$ cat src/rtl/a_arbiter_controller.sv
// Fixed-priority bus arbiter controller: grants one master at a time, drives the
// per-port cmd/done handshake and mux selects, and supports one level of preemption.
module a_arbiter_controller #(
  parameter int NO_MASTERS  = 2,
  parameter int NO_SLAVES   = 3,
  parameter int S_ID_WIDTH  = $clog2(NO_SLAVES + 1),
  parameter int ACK_TIMEOUT = 64,
  localparam int M_W        = (NO_MASTERS > 1) ? $clog2(NO_MASTERS) : 1,
  localparam int T_W        = $clog2(ACK_TIMEOUT + 1)
) (
  input  logic [0:0]                       clk,
  input  logic [0:0]                       rst,
  input  logic [NO_MASTERS*S_ID_WIDTH-1:0] id,
  input  logic [NO_MASTERS*2-1:0]          com_state,
  output logic [NO_MASTERS*2-1:0]          cmd,
  output logic [NO_MASTERS-1:0]            done,
  output logic [0:0]                       bus_valid,
  output logic [M_W-1:0]                   m_sel,
  output logic [S_ID_WIDTH-1:0]            s_sel
);
  localparam logic [1:0] CS_END     = 2'b00;
  localparam logic [1:0] CS_NAK     = 2'b01;
  localparam logic [1:0] CS_COM     = 2'b11;
  localparam logic [1:0] CMD_CLEAR  = 2'b11;
  localparam logic [1:0] CMD_STOP_S = 2'b01;
  localparam logic [1:0] CMD_STOP_P = 2'b10;

  typedef enum logic [2:0] {
    ST_IDLE     = 3'd0,
    ST_GRANT    = 3'd1,
    ST_WAIT_ACK = 3'd2,
    ST_BUSY     = 3'd3,
    ST_PREEMPT  = 3'd4,
    ST_RESUME   = 3'd5
  } state_t;

  // A slave id counts as a request only when it addresses an existing slave.
  function automatic logic req_ok(input logic [S_ID_WIDTH-1:0] sid);
    return (sid != '0) && (int'(sid) <= NO_SLAVES);
  endfunction

  function automatic logic [NO_MASTERS*2-1:0] put_cmd(input logic [M_W-1:0] m, input logic [1:0] code);
    logic [NO_MASTERS*2-1:0] v;
    v = '0;
    v[int'(m)*2 +: 2] = code;
    return v;
  endfunction

  function automatic logic [NO_MASTERS-1:0] onehot(input logic [M_W-1:0] m);
    logic [NO_MASTERS-1:0] v;
    v = '0;
    v[int'(m)] = 1'b1;
    return v;
  endfunction

  state_t                  state_r, state_s;
  logic [M_W-1:0]          owner_r, owner_s, susp_r, susp_s, pre_own_r, pre_own_s, win_s;
  logic [S_ID_WIDTH-1:0]   slave_r, slave_s, pre_sid_r, pre_sid_s;
  logic [S_ID_WIDTH-1:0]   sid_s [NO_MASTERS];
  logic [1:0]              cst_s [NO_MASTERS];
  logic [1:0]              own_cst_s;
  logic                    bus_valid_r, bus_valid_s, susp_vld_r, susp_vld_s;
  logic                    win_vld_s, any_end_s;
  logic [NO_MASTERS*2-1:0] cmd_r, cmd_s;
  logic [NO_MASTERS-1:0]   done_r, done_s;
  logic [T_W-1:0]          timer_r, timer_s;

  // Per-port decode: lowest-index valid request wins; flag any end_com.
  always_comb begin
    win_s     = '0;
    win_vld_s = 1'b0;
    any_end_s = 1'b0;
    for (int m = NO_MASTERS - 1; m >= 0; m--) begin
      sid_s[m]  = id[m*S_ID_WIDTH +: S_ID_WIDTH];
      cst_s[m]  = com_state[m*2 +: 2];
      win_s     = req_ok(sid_s[m]) ? M_W'(m) : win_s;
      win_vld_s = win_vld_s | req_ok(sid_s[m]);
      any_end_s = any_end_s | (cst_s[m] == CS_END);
    end
    own_cst_s = cst_s[owner_r];
  end

  // Next-state and next-output logic; every output is registered below.
  always_comb begin
    state_s     = state_r;
    owner_s     = owner_r;
    slave_s     = slave_r;
    bus_valid_s = bus_valid_r;
    susp_s      = susp_r;
    susp_vld_s  = susp_vld_r;
    pre_own_s   = pre_own_r;
    pre_sid_s   = pre_sid_r;
    timer_s     = timer_r;
    cmd_s       = '0;
    done_s      = '0;
    case (state_r)
      ST_IDLE: begin
        if (win_vld_s) begin
          owner_s     = win_s;
          slave_s     = sid_s[win_s];
          cmd_s       = put_cmd(win_s, CMD_CLEAR);
          bus_valid_s = 1'b1;
          state_s     = ST_GRANT;
        end else begin
          state_s = ST_IDLE;
        end
      end
      ST_GRANT: begin
        timer_s = '0;
        state_s = ST_WAIT_ACK;
      end
      ST_WAIT_ACK: begin
        timer_s = timer_r + T_W'(1);
        if (own_cst_s == CS_COM) begin
          state_s = ST_BUSY;
        end else if ((own_cst_s == CS_NAK) || (timer_r == T_W'(ACK_TIMEOUT - 1))) begin
          bus_valid_s = 1'b0;
          slave_s     = '0;
          if (susp_vld_r) begin
            done_s  = onehot(susp_r);
            state_s = ST_RESUME;
          end else begin
            state_s = ST_IDLE;
          end
        end else begin
          state_s = ST_WAIT_ACK;
        end
      end
      ST_BUSY: begin
        if (own_cst_s == CS_END) begin
          bus_valid_s = 1'b0;
          slave_s     = '0;
          if (susp_vld_r) begin
            done_s  = onehot(susp_r);
            state_s = ST_RESUME;
          end else begin
            state_s = ST_IDLE;
          end
        end else if (win_vld_s && (win_s < owner_r) && !susp_vld_r && !any_end_s) begin
          // Split when the intruder wants a different slave, plain stop when it shares ours.
          cmd_s      = put_cmd(owner_r, (sid_s[win_s] != slave_r) ? CMD_STOP_S : CMD_STOP_P);
          susp_s     = owner_r;
          susp_vld_s = 1'b1;
          pre_own_s  = win_s;
          pre_sid_s  = sid_s[win_s];
          state_s    = ST_PREEMPT;
        end else begin
          state_s = ST_BUSY;
        end
      end
      ST_PREEMPT: begin
        owner_s = pre_own_r;
        slave_s = pre_sid_r;
        cmd_s   = put_cmd(pre_own_r, CMD_CLEAR);
        state_s = ST_GRANT;
      end
      ST_RESUME: begin
        susp_vld_s = 1'b0;
        if (req_ok(sid_s[susp_r])) begin
          owner_s     = susp_r;
          slave_s     = sid_s[susp_r];
          cmd_s       = put_cmd(susp_r, CMD_CLEAR);
          bus_valid_s = 1'b1;
          state_s     = ST_GRANT;
        end else begin
          state_s = ST_IDLE;
        end
      end
      default: begin
        state_s     = ST_IDLE;
        bus_valid_s = 1'b0;
        slave_s     = '0;
        susp_vld_s  = 1'b0;
      end
    endcase
  end

  // State and output registers.
  always_ff @(posedge clk or posedge rst) begin
    if (rst) begin
      state_r     <= ST_IDLE;
      owner_r     <= '0;
      slave_r     <= '0;
      bus_valid_r <= 1'b0;
      susp_r      <= '0;
      susp_vld_r  <= 1'b0;
      pre_own_r   <= '0;
      pre_sid_r   <= '0;
      timer_r     <= '0;
      cmd_r       <= '0;
      done_r      <= '0;
    end else begin
      state_r     <= state_s;
      owner_r     <= owner_s;
      slave_r     <= slave_s;
      bus_valid_r <= bus_valid_s;
      susp_r      <= susp_s;
      susp_vld_r  <= susp_vld_s;
      pre_own_r   <= pre_own_s;
      pre_sid_r   <= pre_sid_s;
      timer_r     <= timer_s;
      cmd_r       <= cmd_s;
      done_r      <= done_s;
    end
  end

  assign cmd       = cmd_r;
  assign done      = done_r;
  assign bus_valid = bus_valid_r;
  assign m_sel     = owner_r;
  assign s_sel     = slave_r;

endmodule
$ cat config.mk
export PLATFORM = sky130hd
export DESIGN_NAME = a_arbiter_controller
export DESIGN_NICKNAME = d
export VERILOG_FILES = /design/src/rtl/a_arbiter_controller.sv
export SDC_FILE = /design/constraint.sdc
export NUM_CORES = 1
export LEC_CHECK = 0
export BUFFER_PORTS_ARGS = -buffer_cell sky130_fd_sc_hd__buf_2
export CORE_MARGIN = 2
export CORE_UTILIZATION = 30
export CTS_CLUSTER_SIZE = 25
export DETAILED_ROUTE_END_ITERATION = 10
export GPL_ROUTABILITY_DRIVEN = 0
export SLEW_MARGIN = 20
export SYNTH_ARGS = -nofsm -noshare
export SYNTH_HDL_FRONTEND = slang
export SYNTH_SLANG_ARGS = --single-unit
$ cat constraint.sdc
create_clock -name clk -period 1.9 [get_ports clk]
set_input_delay 0.38 -clock clk [delete_from_list [all_inputs] [get_ports clk]]
set_output_delay 0.38 -clock clk [all_outputs]
set_load 0.05 [all_outputs]
==> impl_metrics.py, run 1 <==
metrics = {
    "status": {
        "status": "finished clean",
    },
    "timing": {
        "finalHoldViolations": 0,
        "slew_headroom_pct": 75.0,
        "skew_ps": 3.53,
        "timing.final.crit_share_pct": 92.8,
        "setup_violations": 0,
        "setup_slack_ps": 138,
        "tightestPinTransition_ps": 372,
        "slew_viol_final": 0,
        "fmax_mhz": 567,
        "rsz0062_at_grt": "no",
        "fin_tns_setup_ps": 0,
        "period_needed_ps": 1760,
    },
    "power": {
        "power_density_nw_per_um2": 1520,
        "p_clk_share_pct": 12.2,
        "p_leak_uw": 0.000762,
        "combinationalPowerShare_pct": 53.7,
        "p_int_uw": 1330,
        "seqPwrFrac_pct": 34.1,
        "p_switching_uw": 1210,
        "swShare_pct": 47.7,
        "ir_drop_mv": 0.567,
    },
    "finish": {
        "fillerInstances": 492,
        "antenna_cells": 0,
        "multi_input_area_um2": 732,
        "nNetsFinal": 200,
        "syn_to_final_growth_pct": 16.9,
        "ff_latch_area_um2": 627,
        "drive_above_1_share_pct": 24.5,
    },
    "detailed_routing": {
        "drt_iter0_drc": 101,
        "wl_mm": 3.27,
        "antenna_left": 0,
        "wl_per_cell_um": 13.5,
        "drcViolationCount": 0,
        "drtPass1Iterations": 4,
        "via_per_inst": 5.36,
        "vias": 1298,
    },
    "logic_synthesis": {
        "ys_seq_elements": 25,
        "yosysTopAreaCellShare_pct": 43.9,
        "synth.area.top_cells": "dfrtp_1 44%, o21ai_0 7.0%, a21oi_1 5.3%",
        "synth_compound_area_share_pct": 24.4,
        "synth_adder_area_share_pct": 0.878,
        "yosysWarnings": 0,
        "synthCells": 165,
        "syn-mean-instance-area_um2": 8.64,
        "synthSimpleGateAreaFrac_pct": 23.4,
        "ys_types": 42,
        "yosysTopAreaCell": "dfrtp_1",
        "synthesis.nets": 176,
        "synth_area_um2": 1430,
        "synthXorXnorAreaFrac_pct": 0.615,
        "synth_top_family_by_area": "compound AO/OA/AOI/OAI gates",
        "synth-seq-area-share_pct": 43.9,
        "synth.area.mux_share_pct": 1.84,
    },
    "worst_setup_path": {
        "r2r_cells": 5,
        "worst_setup_path_start_kind": "flip-flop",
        "required_ps": 2050,
        "path_class": "flip-flop to flip-flop",
        "crit_arrival_ps": 1920,
        "cp-end-kind": "flip-flop",
        "worst-path-max-fanout": 7,
    },
    "placed_design": {
        "dp.final_hpwl_mm": 2.40,
        "port-buffer-count": 19,
        "dp_slack_ps": 133,
    },
    "cts": {
        "cts_root_buf": "clkbuf_8",
        "cts_buffer_depth": 2,
        "clk_pin_slew_ps": 90,
        "cts_tree": "done",
        "cts_sinks": 25,
        "cts_made_buffers": 3,
        "h-tree-depth": 1,
        "clkLatencyLatePin_ps": 270,
    },
    "die": {
        "die_x_um": 72.9,
        "start_util_pct": 30.6,
        "num_rows": 25,
        "dieArea_um2": 5320,
        "fp.coreArea_um2": 4660,
        "fp.dieH_um": 72.9,
        "io_pins": 20,
    },
    "grt": {
        "grt_max_degree": 26,
        "grt_usage_pct": 13.5,
        "grt_pass1_vias": 1194,
        "antenna_found_initial": 0,
        "overflow": 0,
        "grt_pass1_wl_mm": 5.58,
    },
    "job": {
        "drv_cap": 0,
    },
    "worst_hold_path": {
        "hold_path_class": "input port to asynchronous set/reset pin",
    },
}
[final timing paths]
| check | startpoint | slack [ps] | end |
|---|---|---|---|
| min in group clk | timer_r[6] | 480 | timer_r[6] |
| min reg2reg | timer_r[6] | 480 | timer_r[6] |
| min | rst | 140 | done[0] |
| max | m_sel | 140 | s_sel[1] |
| max in group asynchronous | rst | 1500 | m_sel |
| max reg2reg | m_sel | 140 | s_sel[1] |
[registers in the layout, indices dropped and copies added (netlist names)]
register,count
s_sel,2
done,2
pre_own_r,1
state_r,3
timer_r,7
susp_r,1
pre_sid_r,2
susp_vld_r,1
m_sel,1
cmd,4
bus_valid,1
[synthesized netlist by cell type]
master / number
o21a_1: 1
clkbuf_1: 5
a22oi_1: 1
buf_4: 1
nand3_1: 5
dfrtp_1: 25
o211ai_1: 3
buf_2: 2
nor3_1: 7
nor2b_2: 1
a21oi_1: 15
xor2_1: 1
nor2b_1: 1
or3_1: 3
mux2_4: 1
o31ai_1: 4
ha_1: 1
nor4_4: 1
o2111a_1: 1
nor3_2: 1
nand2_1: 19
nand3_2: 1
a21o_1: 2
o22a_1: 1
a31o_2: 2
inv_2: 3
nand4b_1: 1
nor4b_1: 1
nor2_1: 11
and2_1: 2
and3_1: 2
o32a_1: 1
mux2_2: 1
o22ai_1: 2
nor4_1: 2
a221o_1: 3
o21ai_0: 20
nand2b_1: 1
inv_1: 5
nor2_2: 1
buf_1: 1
nand4_1: 3
[power groups by stage]
stage / clock, µW / combinational (µW) / sequential (µW)
finish: 311 / 1360 / 865
global route: 347 / 1510 / 889
CTS: 324 / 1350 / 867
detailed placement: 0 / 1340 / 874
global placement: 0 / 1350 / 869
floorplan: 0 / 756 / 1130
[cell type report]
type | instances | share of cell area (%)
clock buffer | 3 | 2.48
clock inverter | 1 | 0.301
inverter | 8 | 1.80
multi-input combinational | 123 | 44.0
sequential | 25 | 37.6
tap | 54 | 4.06
timing repair buffer | 28 | 9.77
[worst max-delay path, stage by stage, from the launching register on]
cell and delay [ps]:
dfrtp_2 460, mux2_4 330, nor3_2 160, or3_1 180
nand3_1 140, a221o_1 380
[cell families after synthesis]
family | Yosys count
and+or+nand+nor | 63
xor gates and xnor gates | 1
DFF | 25
muxes | 2
AOI/OAI and AO/OA | 56
adders and majority gates | 1
buffers and inverters | 17
[cells in the final DEF, fill, tap and decap left out, types with 3 or more instances in the layout]
cell type  count
or3_1          3
o211ai_1       3
o31ai_1        4
nor3_1         7
inv_2          3
nand2_1       19
buf_4          9
a21oi_1       15
o21ai_0       20
clkbuf_8       3
buf_2         19
inv_1          5
nor2_1        11
nand3_1        5
nand4_1        3
a221o_1        3
dfrtp_1       24
[timing repair]
action,CTS,global route
hold buffers,0,0
setup buffers,0,1
endpoints found under the setup margin,0,1
gates resized for setup,0,1
[layer usage]
metal  wire length [µm]  part of all wire (%)  track usage, %
met2               1480                    45            20.4
met5                  0                     0               0
met4                 70                   2.1            5.76
met3                 72                   2.2            1.24
met1               1640                    50            19.6
[stage by stage]
step           power (µW)  util [%]  instance area, µm²  cells  hold WS, ps
6_report             2540      35.7                1670    242          142
4_1_cts              2540      35.5                1660    241          156
2_1_floorplan        1890         -                1430    165          407
3_5_place_dp         2220      34.5                1610    237          447
5_1_grt              2750      35.7                1670    242          166
3_3_place_gp         2220      34.5                1610    237          446
(Power assumes the default switching activity.)
==> run 2, diff against run 1 <==
--- a/config.mk
+++ b/config.mk
@@ -5,11 +5,11 @@
 export SDC_FILE = /design/constraint.sdc
 export NUM_CORES = 1
 export LEC_CHECK = 0
-export BUFFER_PORTS_ARGS = -buffer_cell sky130_fd_sc_hd__buf_2
 export CORE_MARGIN = 2
 export CORE_UTILIZATION = 30
 export CTS_CLUSTER_SIZE = 25
 export DETAILED_ROUTE_END_ITERATION = 10
+export DONT_BUFFER_PORTS = 1
 export GPL_ROUTABILITY_DRIVEN = 0
 export SLEW_MARGIN = 20
 export SYNTH_ARGS = -nofsm -noshare
==> impl_metrics.py, run 2 (same netlist as run 1, synthesis figures left out) <==
metrics = {
    "status": {
        "status": "finished clean",
    },
    "finish": {
        "mostFrequentLayoutCells": "24 x dfrtp_1, 20 x o21ai_0, 19 x nand2_1",
        "syn_to_final_growth_pct": 11.1,
        "layout_commonest_cell": "dfrtp_1",
        "final_area_um2": 1580,
        "largest_register_ffs": 7,
        "antenna_cells": 0,
        "drive_above_1_share_pct": 16.4,
        "nNetsFinal": 183,
        "regMostFlops": "timer_r",
        "finalNonFillerCells": 225,
    },
    "worst_setup_path": {
        "cp-end-kind": "flip-flop",
        "crit_arrival_ps": 1920,
        "r2r-end": "s_sel[1]",
        "critical_path_buf_inv_count": 0,
        "critPathTopFamily": "simple AND/OR/NAND/NOR gates",
        "r2r_cells": 5,
        "worstPathCellList": "mux2_4, nor3_2, or3_1, nand3_1, a221o_1",
        "required_ps": 2060,
        "r2r-start": "m_sel",
        "cp_slowest_cell": "dfrtp_2",
        "critPathMaxStageDelay_ps": 470,
        "worst-path-max-fanout": 7,
        "worst_setup_path_start_kind": "flip-flop",
        "path_class": "flip-flop to flip-flop",
        "r2r_slack_ps": 140,
    },
    "detailed_routing": {
        "wl_per_cell_um": 14.2,
        "drcViolationCount": 0,
        "drt_iter0_drc": 120,
        "wl_mm": 3.19,
        "drtPass1Iterations": 4,
        "antenna_left": 0,
        "vias": 1219,
        "via_per_inst": 5.42,
    },
    "power": {
        "ir_drop_mv": 0.510,
        "power_density_nw_per_um2": 1580,
        "total_power_uw": 2490,
        "p_leak_uw": 0.000690,
    },
    "timing": {
        "fmax_mhz": 568,
        "rsz0062_at_grt": "no",
        "finalHoldViolations": 0,
        "setup_violations": 0,
        "period_needed_ps": 1760,
        "tightestPinTransition_ps": 517,
        "skew_ps": 8.67,
        "timing.final.crit_share_pct": 92.6,
        "slew_viol_final": 0,
        "slew_headroom_pct": 65.5,
        "fin_tns_setup_ps": 0,
    },
    "cts": {
        "cts_made_buffers": 3,
        "h-tree-depth": 1,
        "clk_pin_slew_ps": 90,
        "ctsResizeCount": 0,
        "postCtsSetupBuffers": 0,
        "ctsHoldBuffers": 0,
        "clkLatencyLatePin_ps": 270,
        "cts_buffer_depth": 2,
        "cts_sinks": 25,
        "cts_tree": "done",
        "cts_root_buf": "clkbuf_8",
    },
    "grt": {
        "grt_usage_pct": 13.1,
        "grt_use_met3_pct": 2.49,
        "busiest_layer": "met2",
        "grt_pass1_vias": 1213,
        "grt_pass1_wl_mm": 5.46,
        "grt_max_degree": 26,
        "overflow": 0,
        "grt.met1_usage_pct": 18.0,
        "met2_usage_pct": 21.1,
        "antenna_found_initial": 0,
    },
    "placed_design": {
        "port-buffer-count": 0,
        "dp.final_hpwl_mm": 2.37,
        "postPlaceCellArea_um2": 1540,
        "dp_cells": 221,
    },
    "die": {
        "io_pins": 20,
        "fp.dieH_um": 72.9,
        "dieArea_um2": 5320,
        "die_x_um": 72.9,
        "num_rows": 25,
        "fp.coreArea_um2": 4660,
        "start_util_pct": 30.6,
    },
    "job": {
        "drv_cap": 0,
    },
    "worst_hold_path": {
        "hold_path_class": "input port to asynchronous set/reset pin",
    },
}
==> run 2: worst max-delay path by stage <==
stage	startpoint	slack, ps	depth (start not counted)	end
5_1_grt	timer_r[0]	10	6	s_sel[1]
6_report	m_sel	140	5	s_sel[1]
3_3_place_gp	m_sel	200	5	s_sel[1]
3_5_place_dp	m_sel	140	5	s_sel[1]
2_1_floorplan	m_sel	100	5	bus_valid
4_1_cts	m_sel	140	5	s_sel[1]
==> run 2: through the flow <==
stage | hold slack, ps | setup WS, ps | utilization, %
finish | 38.4 | 141 | 34.0
global route | 78.1 | 10.2 | 34.0
CTS | 55.6 | 137 | 34.0
detailed placement | 350 | 141 | 33.0
global placement | 350 | 198 | 33.0
floorplan | 407 | 105 | -
==> run 2: worst register-to-register path: stages (launching register included) <==
cell	delay [ps]
dfrtp_2	470
mux2_4	340
nor3_2	170
or3_1	180
nand3_1	140
a221o_1	360
==> run 2: layer usage <==
layer  part of all wire, %  routed length (µm)
met3                   4.9                 156
met5                     0                   0
met1                    49                1570
met2                    45                1430
met4                  0.97                  31
==> run 2: area by class of cell <==
cell class | count | area (µm²)
well taps | 54 | 67.6
flip-flops and latches | 25 | 627
inverters | 8 | 30.0
multi-input cells | 123 | 729
fillers | 496 | 3080
clock inverters | 1 | 5.00
repair buffers | 11 | 82.6
clock buffers | 3 | 41.3
==> run 2: where the power goes <==
group          internal [µW]  switching [µW]
Clock                    146             169
Sequential               704             362
Combinational            449             664
Total                   1300            1190
